==> src/rtl/wat_rmw_ctrl_pkg.sv <==
// Shared definitions for the WAT read-modify-write controller:
// opcodes, FSM states and the packed layout of a WAT context entry.
package wat_rmw_ctrl_pkg;

    typedef enum logic [1:0] {
        OP_FIRST  = 2'd0,
        OP_MIDDLE = 2'd1,
        OP_LAST   = 2'd2,
        OP_ONLY   = 2'd3
    } op_t;

    typedef enum logic [2:0] {
        ST_INIT = 3'd0,
        ST_IDLE = 3'd1,
        ST_READ = 3'd2,
        ST_EXEC = 3'd3,
        ST_RSP  = 3'd4
    } state_t;

    localparam int ENTRY_W  = 128;
    localparam int VA_LSB   = 0;
    localparam int VA_W     = 64;
    localparam int RKEY_LSB = 64;
    localparam int RKEY_W   = 32;
    localparam int REM_LSB  = 96;
    localparam int REM_W    = 31;
    localparam int VLD_BIT  = 127;

    typedef struct packed {
        logic              vld;
        logic [REM_W-1:0]  rem;
        logic [RKEY_W-1:0] rkey;
        logic [VA_W-1:0]   va;
    } entry_t;

    function automatic entry_t unpack_entry(input logic [ENTRY_W-1:0] raw);
        entry_t e;
        e.vld  = raw[VLD_BIT];
        e.rem  = raw[REM_LSB +: REM_W];
        e.rkey = raw[RKEY_LSB +: RKEY_W];
        e.va   = raw[VA_LSB +: VA_W];
        return e;
    endfunction

    // Builds an open (valid) context entry.
    function automatic logic [ENTRY_W-1:0] pack_entry(input logic [REM_W-1:0]  rem,
                                                      input logic [RKEY_W-1:0] rkey,
                                                      input logic [VA_W-1:0]   va);
        logic [ENTRY_W-1:0] raw;
        raw                      = '0;
        raw[VLD_BIT]             = 1'b1;
        raw[REM_LSB +: REM_W]    = rem;
        raw[RKEY_LSB +: RKEY_W]  = rkey;
        raw[VA_LSB +: VA_W]      = va;
        return raw;
    endfunction

endpackage

==> src/rtl/wat_rmw_ctrl.sv <==
// Per-QP RDMA WRITE context tracker: reads/updates the WAT entry for each packet
// and returns the target VA/rkey. Sweeps the table to zero after every reset.
module wat_rmw_ctrl
    import wat_rmw_ctrl_pkg::*;
#(
    parameter int ADDR_W = 14
) (
    input  logic              clk,
    input  logic              rst,
    input  logic              i_req_valid,
    output logic              o_req_ready,
    input  logic [1:0]        iv_req_op,
    input  logic [ADDR_W-1:0] iv_req_qpn,
    input  logic [63:0]       iv_req_va,
    input  logic [31:0]       iv_req_rkey,
    input  logic [31:0]       iv_req_dma_len,
    input  logic [15:0]       iv_req_pkt_len,
    output logic              o_rsp_valid,
    input  logic              i_rsp_ready,
    output logic [63:0]       ov_rsp_va,
    output logic [31:0]       ov_rsp_rkey,
    output logic              o_rsp_err,
    output logic              o_wat_wr_en,
    output logic [127:0]      ov_wat_wr_data,
    output logic [ADDR_W-1:0] ov_wat_addra,
    output logic [ADDR_W-1:0] ov_wat_addrb,
    input  logic [127:0]      iv_wat_rd_data
);

    state_t            state;
    logic [ADDR_W:0]   init_cnt;
    op_t               req_op;
    logic [ADDR_W-1:0] req_qpn;
    logic [63:0]       req_va;
    logic [31:0]       req_rkey;
    logic [31:0]       req_dma;
    logic [15:0]       req_pkt;

    entry_t            ent;
    logic [30:0]       pkt31;
    logic [63:0]       pkt64;
    logic              dma_ok;
    logic              x_err;
    logic              x_we;
    logic [127:0]      x_wdata;
    logic [63:0]       x_va;
    logic [31:0]       x_rkey;

    // Result of the EXEC step; any error leaves x_wdata at zero, closing the context.
    always_comb begin
        ent     = unpack_entry(iv_wat_rd_data);
        pkt31   = {15'd0, req_pkt};
        pkt64   = {48'd0, req_pkt};
        dma_ok  = !req_dma[31];
        x_err   = 1'b0;
        x_we    = 1'b1;
        x_wdata = '0;
        x_va    = '0;
        x_rkey  = '0;
        case (req_op)
            OP_FIRST: begin
                if (!dma_ok || pkt31 > req_dma[30:0]) begin
                    x_err = 1'b1;
                end else begin
                    x_va    = req_va;
                    x_rkey  = req_rkey;
                    x_wdata = pack_entry(req_dma[30:0] - pkt31, req_rkey, req_va + pkt64);
                end
            end
            OP_MIDDLE: begin
                if (!ent.vld || pkt31 >= ent.rem) begin
                    x_err = 1'b1;
                end else begin
                    x_va    = ent.va;
                    x_rkey  = ent.rkey;
                    x_wdata = pack_entry(ent.rem - pkt31, ent.rkey, ent.va + pkt64);
                end
            end
            OP_LAST: begin
                if (!ent.vld || pkt31 != ent.rem) begin
                    x_err = 1'b1;
                end else begin
                    x_va   = ent.va;
                    x_rkey = ent.rkey;
                end
            end
            default: begin
                x_we   = 1'b0;
                x_err  = !dma_ok || pkt31 != req_dma[30:0];
                x_va   = req_va;
                x_rkey = req_rkey;
            end
        endcase
    end

    always_ff @(posedge clk) begin
        if (rst) begin
            state          <= ST_INIT;
            init_cnt       <= '0;
            o_req_ready    <= 1'b0;
            o_rsp_valid    <= 1'b0;
            o_rsp_err      <= 1'b0;
            ov_rsp_va      <= '0;
            ov_rsp_rkey    <= '0;
            o_wat_wr_en    <= 1'b0;
            ov_wat_wr_data <= '0;
            ov_wat_addra   <= '0;
            ov_wat_addrb   <= '0;
        end else begin
            o_wat_wr_en <= 1'b0;
            case (state)
                ST_INIT: begin
                    if (init_cnt[ADDR_W]) begin
                        o_req_ready <= 1'b1;
                        state       <= ST_IDLE;
                    end else begin
                        o_wat_wr_en    <= 1'b1;
                        ov_wat_addra   <= init_cnt[ADDR_W-1:0];
                        ov_wat_wr_data <= '0;
                        init_cnt       <= init_cnt + 1'b1;
                    end
                end
                ST_IDLE: begin
                    if (i_req_valid && o_req_ready) begin
                        o_req_ready <= 1'b0;
                        req_op      <= op_t'(iv_req_op);
                        req_qpn     <= iv_req_qpn;
                        req_va      <= iv_req_va;
                        req_rkey    <= iv_req_rkey;
                        req_dma     <= iv_req_dma_len;
                        req_pkt     <= iv_req_pkt_len;
                        // Continuation packets need the stored context first.
                        if (op_t'(iv_req_op) == OP_MIDDLE || op_t'(iv_req_op) == OP_LAST) begin
                            ov_wat_addrb <= iv_req_qpn;
                            state        <= ST_READ;
                        end else begin
                            state <= ST_EXEC;
                        end
                    end
                end
                ST_READ: state <= ST_EXEC;
                ST_EXEC: begin
                    o_wat_wr_en    <= x_we;
                    ov_wat_addra   <= req_qpn;
                    ov_wat_wr_data <= x_wdata;
                    ov_rsp_va      <= x_va;
                    ov_rsp_rkey    <= x_rkey;
                    o_rsp_err      <= x_err;
                    o_rsp_valid    <= 1'b1;
                    state          <= ST_RSP;
                end
                ST_RSP: begin
                    if (i_rsp_ready) begin
                        o_rsp_valid <= 1'b0;
                        o_req_ready <= 1'b1;
                        state       <= ST_IDLE;
                    end
                end
                default: state <= ST_INIT;
            endcase
        end
    end

endmodule

==> config.mk <==
export PLATFORM = sky130hd
export DESIGN_NAME = wat_rmw_ctrl
export DESIGN_NICKNAME = d
export VERILOG_FILES = /design/src/rtl/wat_rmw_ctrl_pkg.sv /design/src/rtl/wat_rmw_ctrl.sv
export SDC_FILE = /design/constraint.sdc
export NUM_CORES = 1
export LEC_CHECK = 0
export ABC_AREA = 1
export CAP_MARGIN = 10
export CORE_ASPECT_RATIO = 1.5
export CORE_MARGIN = 8
export CORE_UTILIZATION = 40
export CTS_BUF_LIST = sky130_fd_sc_hd__clkbuf_8
export DETAILED_ROUTE_END_ITERATION = 10
export HOLD_SLACK_MARGIN = 0.15
export SYNTH_ARGS = -nofsm -noshare
export SYNTH_HDL_FRONTEND = slang
export SYNTH_SLANG_ARGS = --single-unit
==> constraint.sdc <==
create_clock -name clk -period 14.2 [get_ports clk]
set_input_delay 2.84 -clock clk [delete_from_list [all_inputs] [get_ports clk]]
set_output_delay 2.84 -clock clk [all_outputs]
set_load 0.02 [all_outputs]
==> summary.md <==
| Metric | Value |
|---|---|
| CP max FO | 55 |
| Yosys warns | 0 |
| Post-CTS Setup Bufs | 0 |
| # IOs | approximately 550 |
| Clock Tree Buf Depth | 3 |
| Mapped Nets | 4393 |
| Synth Flop Type | dfxtp_1 |
| Final Max Slew Viols | 0 |
| Die Area | between 70000 and 80000 µm² |
| Crit Path Class | primary input to register |
| Fin crit period | between 6000 and 7000 ps |
| Mapped Area | roughly 27000 µm² |
| Post-synthesis sequential area ratio | 38.6% |
| Final Power | roughly 2800 µW |
| Nets@finish | 4893 |
| Clock sink total | approximately 430 |
| Synthesis-to-finish area growth | 28.6% |
| Aggregate global routing overflow | 0 |
| Rows | ~120 |
| First-pass GRT wire length | approximately 180000 µm |
| Post-route setup TNS | 0 ps |
| PwrDens | between 80 and 90 nW/µm² |
| Clk root buf | clkbuf_8 |
| Fmax | 166 MHz |
| Clock Latency Late Sink | 720 ps |
| Average routed wire per standard cell | 23.0 µm |
| H-Tree Depth | 3 |
| Filler cell count | 6811 |
| CP max stage delay | 680 ps |
| FF+latch area | 10300 µm² |
| Critical Path RT | roughly 15000 ps |
| Die W | 227 µm |
| Die height | 332 µm |
| TritonCTS buffer count | 75 |
| GRT Total Usage | about a third |
| DR vias | roughly 28k |
| Port bufs | 547 |
| Largest net degree at the start of global routing | 165 |
| FFs w/ async S/R, synth | 0% |
| Final Setup Violations | 0 |
| Crit path cell chain | clkdlybuf4s50_1 > ha_1 > nand3_1 > nand2_1 > nand2_1 > nand2_1 > nand2_1 > nand2_2 > nand2_2 > nand2_2 > nand3_4 > inv_4 > buf_4 > o21ai_0 > nand2_1 > nand2_1 > a21oi_1 |
| Max Cap Viol | 0 |
| Hold Fails Final Rpt | 0 |
| CTS tree | built |
| Post-CTS sizing | 0 |
| Post-Synthesis Cells | 4032 |
| CP arrival | around 6700 ps |
| Peak VDD IR | approximately 0.000073 V |
| Status | completed |
| Share of layout cells above drive strength 1 | under 10% |
| Initial antenna violation count | 18 |
| Critical Path Start Type | primary input |
| Drt total wl | 126000 µm |
| Post-CTS Hold Fix Bufs | 0 |
| Hold Crit Class | register to register |
| Initial DRC count | roughly 2.4k |
| Drt drc | 0 |
| Vias in the first global route | between 20k and 30k |
| Multi-input gate area in the final layout | 13900 µm² |
| Cell mode on critical path | nand2_1 |
| Vias per cell | between 5 and 6 |
| Unrepaired setup endpoints after global routing | no |
| Pre-antenna DRT Iters | 6 |
| Rel. slew slack | 24.1% |
| Library cells used by synthesis | 47 |
| Worst setup EP type | register |
| Antenna-violating nets left | 0 |
| Starting Density | around two fifths |
| Fin crit share | between 40% and 50% |
| Post-synth EDFFs | 160 |
| Slowest CP cell | buf_4 |
| Mapped Avg Cell Area | between 6 and 7 µm² |
| Core area | 66300 µm² |
| Synth Register Bits | 434 |
| WHS | 463 ps |
| DP HPWL | approximately 100000 µm |
| GP Congestion | between 1 and 1.5 |
| Clock transition at path regs | ~60 ps |
| Slew of the pin with the lowest slew margin | about 1100 ps |
| Leakage | between 0.01 and 0.015 µW |
| Clock skew | ~54 ps |
## cells by family after synthesis
logic type	count (synthesis)	share of synthesized area, %
flip-flops	434	38.6
buffers and inverters	612	9.51
adder cells (fa/ha/maj)	69	3.35
XOR/XNOR	91	2.99
AO/OA/AOI/OAI	405	8.12
AND/OR/NAND/NOR	2421	37.5
## layout by cell type (no fill, tap or decap), drive strengths merged, types with 58 or more instances in the layout
cell / n
dfxtp: 274
clkdlybuf4s50: 546
nor3: 58
clkbuf: 91
edfxtp: 160
nor2: 507
nand4: 86
a21oi: 289
nand2: 1392
ha: 65
nand3: 335
inv: 498
o21ai: 80
## cell type report
type                       count  area share [%]
antenna                        9          0.0656
clock buffer                  90            3.61
clock inverter                50            1.08
inverter                     467            5.14
multi-input combinational   2986            40.4
sequential                   434            30.0
tap                          885            3.23
timing repair buffer         568            16.5
## power by group
part           internal, µW  switching, µW  leakage, µW
Combinational           119            179      0.00993
Clock                   659            590     0.000922
Sequential             1300           5.96      0.00364
## routing by layer
| layer | wire (µm) | vias to the layer above | track usage (%) |
|---|---|---|---|
| met4 | 8600 | 12 | 20.0 |
| met1 | 45200 | 13100 | 34.1 |
| li1 | - | 13900 | - |
| met2 | 61600 | 1135 | 56.9 |
| met3 | 10700 | 337 | 8.93 |
| met5 | 77 | - | 0 |
## critical path, delay by kind of cell
kind / cells / cell delay [ps]
compound gates: 2 / 350
simple gates: 11 / 1280
buf+inv: 3 / 1740
fa+ha+maj: 1 / 340
## registers in the layout, summed over array words and instances, names as in the netlist, 15 cells and up
signal	cells
req_va	64
req_rkey	32
ov_rsp_rkey	32
ov_wat_wr_data	128
req_dma	32
req_pkt	16
init_cnt	15
ov_rsp_va	64
## worst paths after layout
kind	cells after the start	to	start	slack, ps
min	2	ov_wat_wr_data[115]	ov_wat_wr_data[115]	460
min reg2reg	2	ov_wat_wr_data[115]	ov_wat_wr_data[115]	460
max	17	ov_wat_wr_data[119]	iv_wat_rd_data[97]	8180
max reg2reg	16	ov_rsp_va[10]	req_pkt[14]	9580
## metrics by stage
step / util, % / setup slack, ps / instance area, µm² / instances
2_1_floorplan: - / 3430 / 26700 / 4032
3_3_place_gp: 49.3 / 7570 / 32700 / 5340
3_5_place_dp: 49.3 / 7510 / 32700 / 5340
4_1_cts: 51.7 / 8280 / 34300 / 5480
5_1_grt: 51.7 / 7980 / 34300 / 5484
6_report: 51.7 / 8180 / 34300 / 5489
## synth_stat cells, types with 10 or more instances
cell type | count | share of area [%]
nand2_1 | 1380 | 19
nand3b_1 | 11 | 0.31
nor3_1 | 58 | 1.1
o21ai_0 | 53 | 0.99
ha_1 | 65 | 3.0
buf_2 | 29 | 0.54
edfxtp_1 | 160 | 18
buf_1 | 10 | 0.14
nand4_1 | 86 | 2.0
buf_6 | 18 | 0.76
nor2_1 | 500 | 7.0
dfxtp_1 | 274 | 21
clkbuf_1 | 80 | 1.1
nand2_2 | 11 | 0.26
a31oi_1 | 12 | 0.28
a21oi_1 | 280 | 5.3
inv_1 | 460 | 6.5
o21ai_1 | 22 | 0.41
nand3_1 | 331 | 6.2
xor2_1 | 53 | 1.7
xnor2_1 | 38 | 1.2
Power figures use the tool's default switching activity.
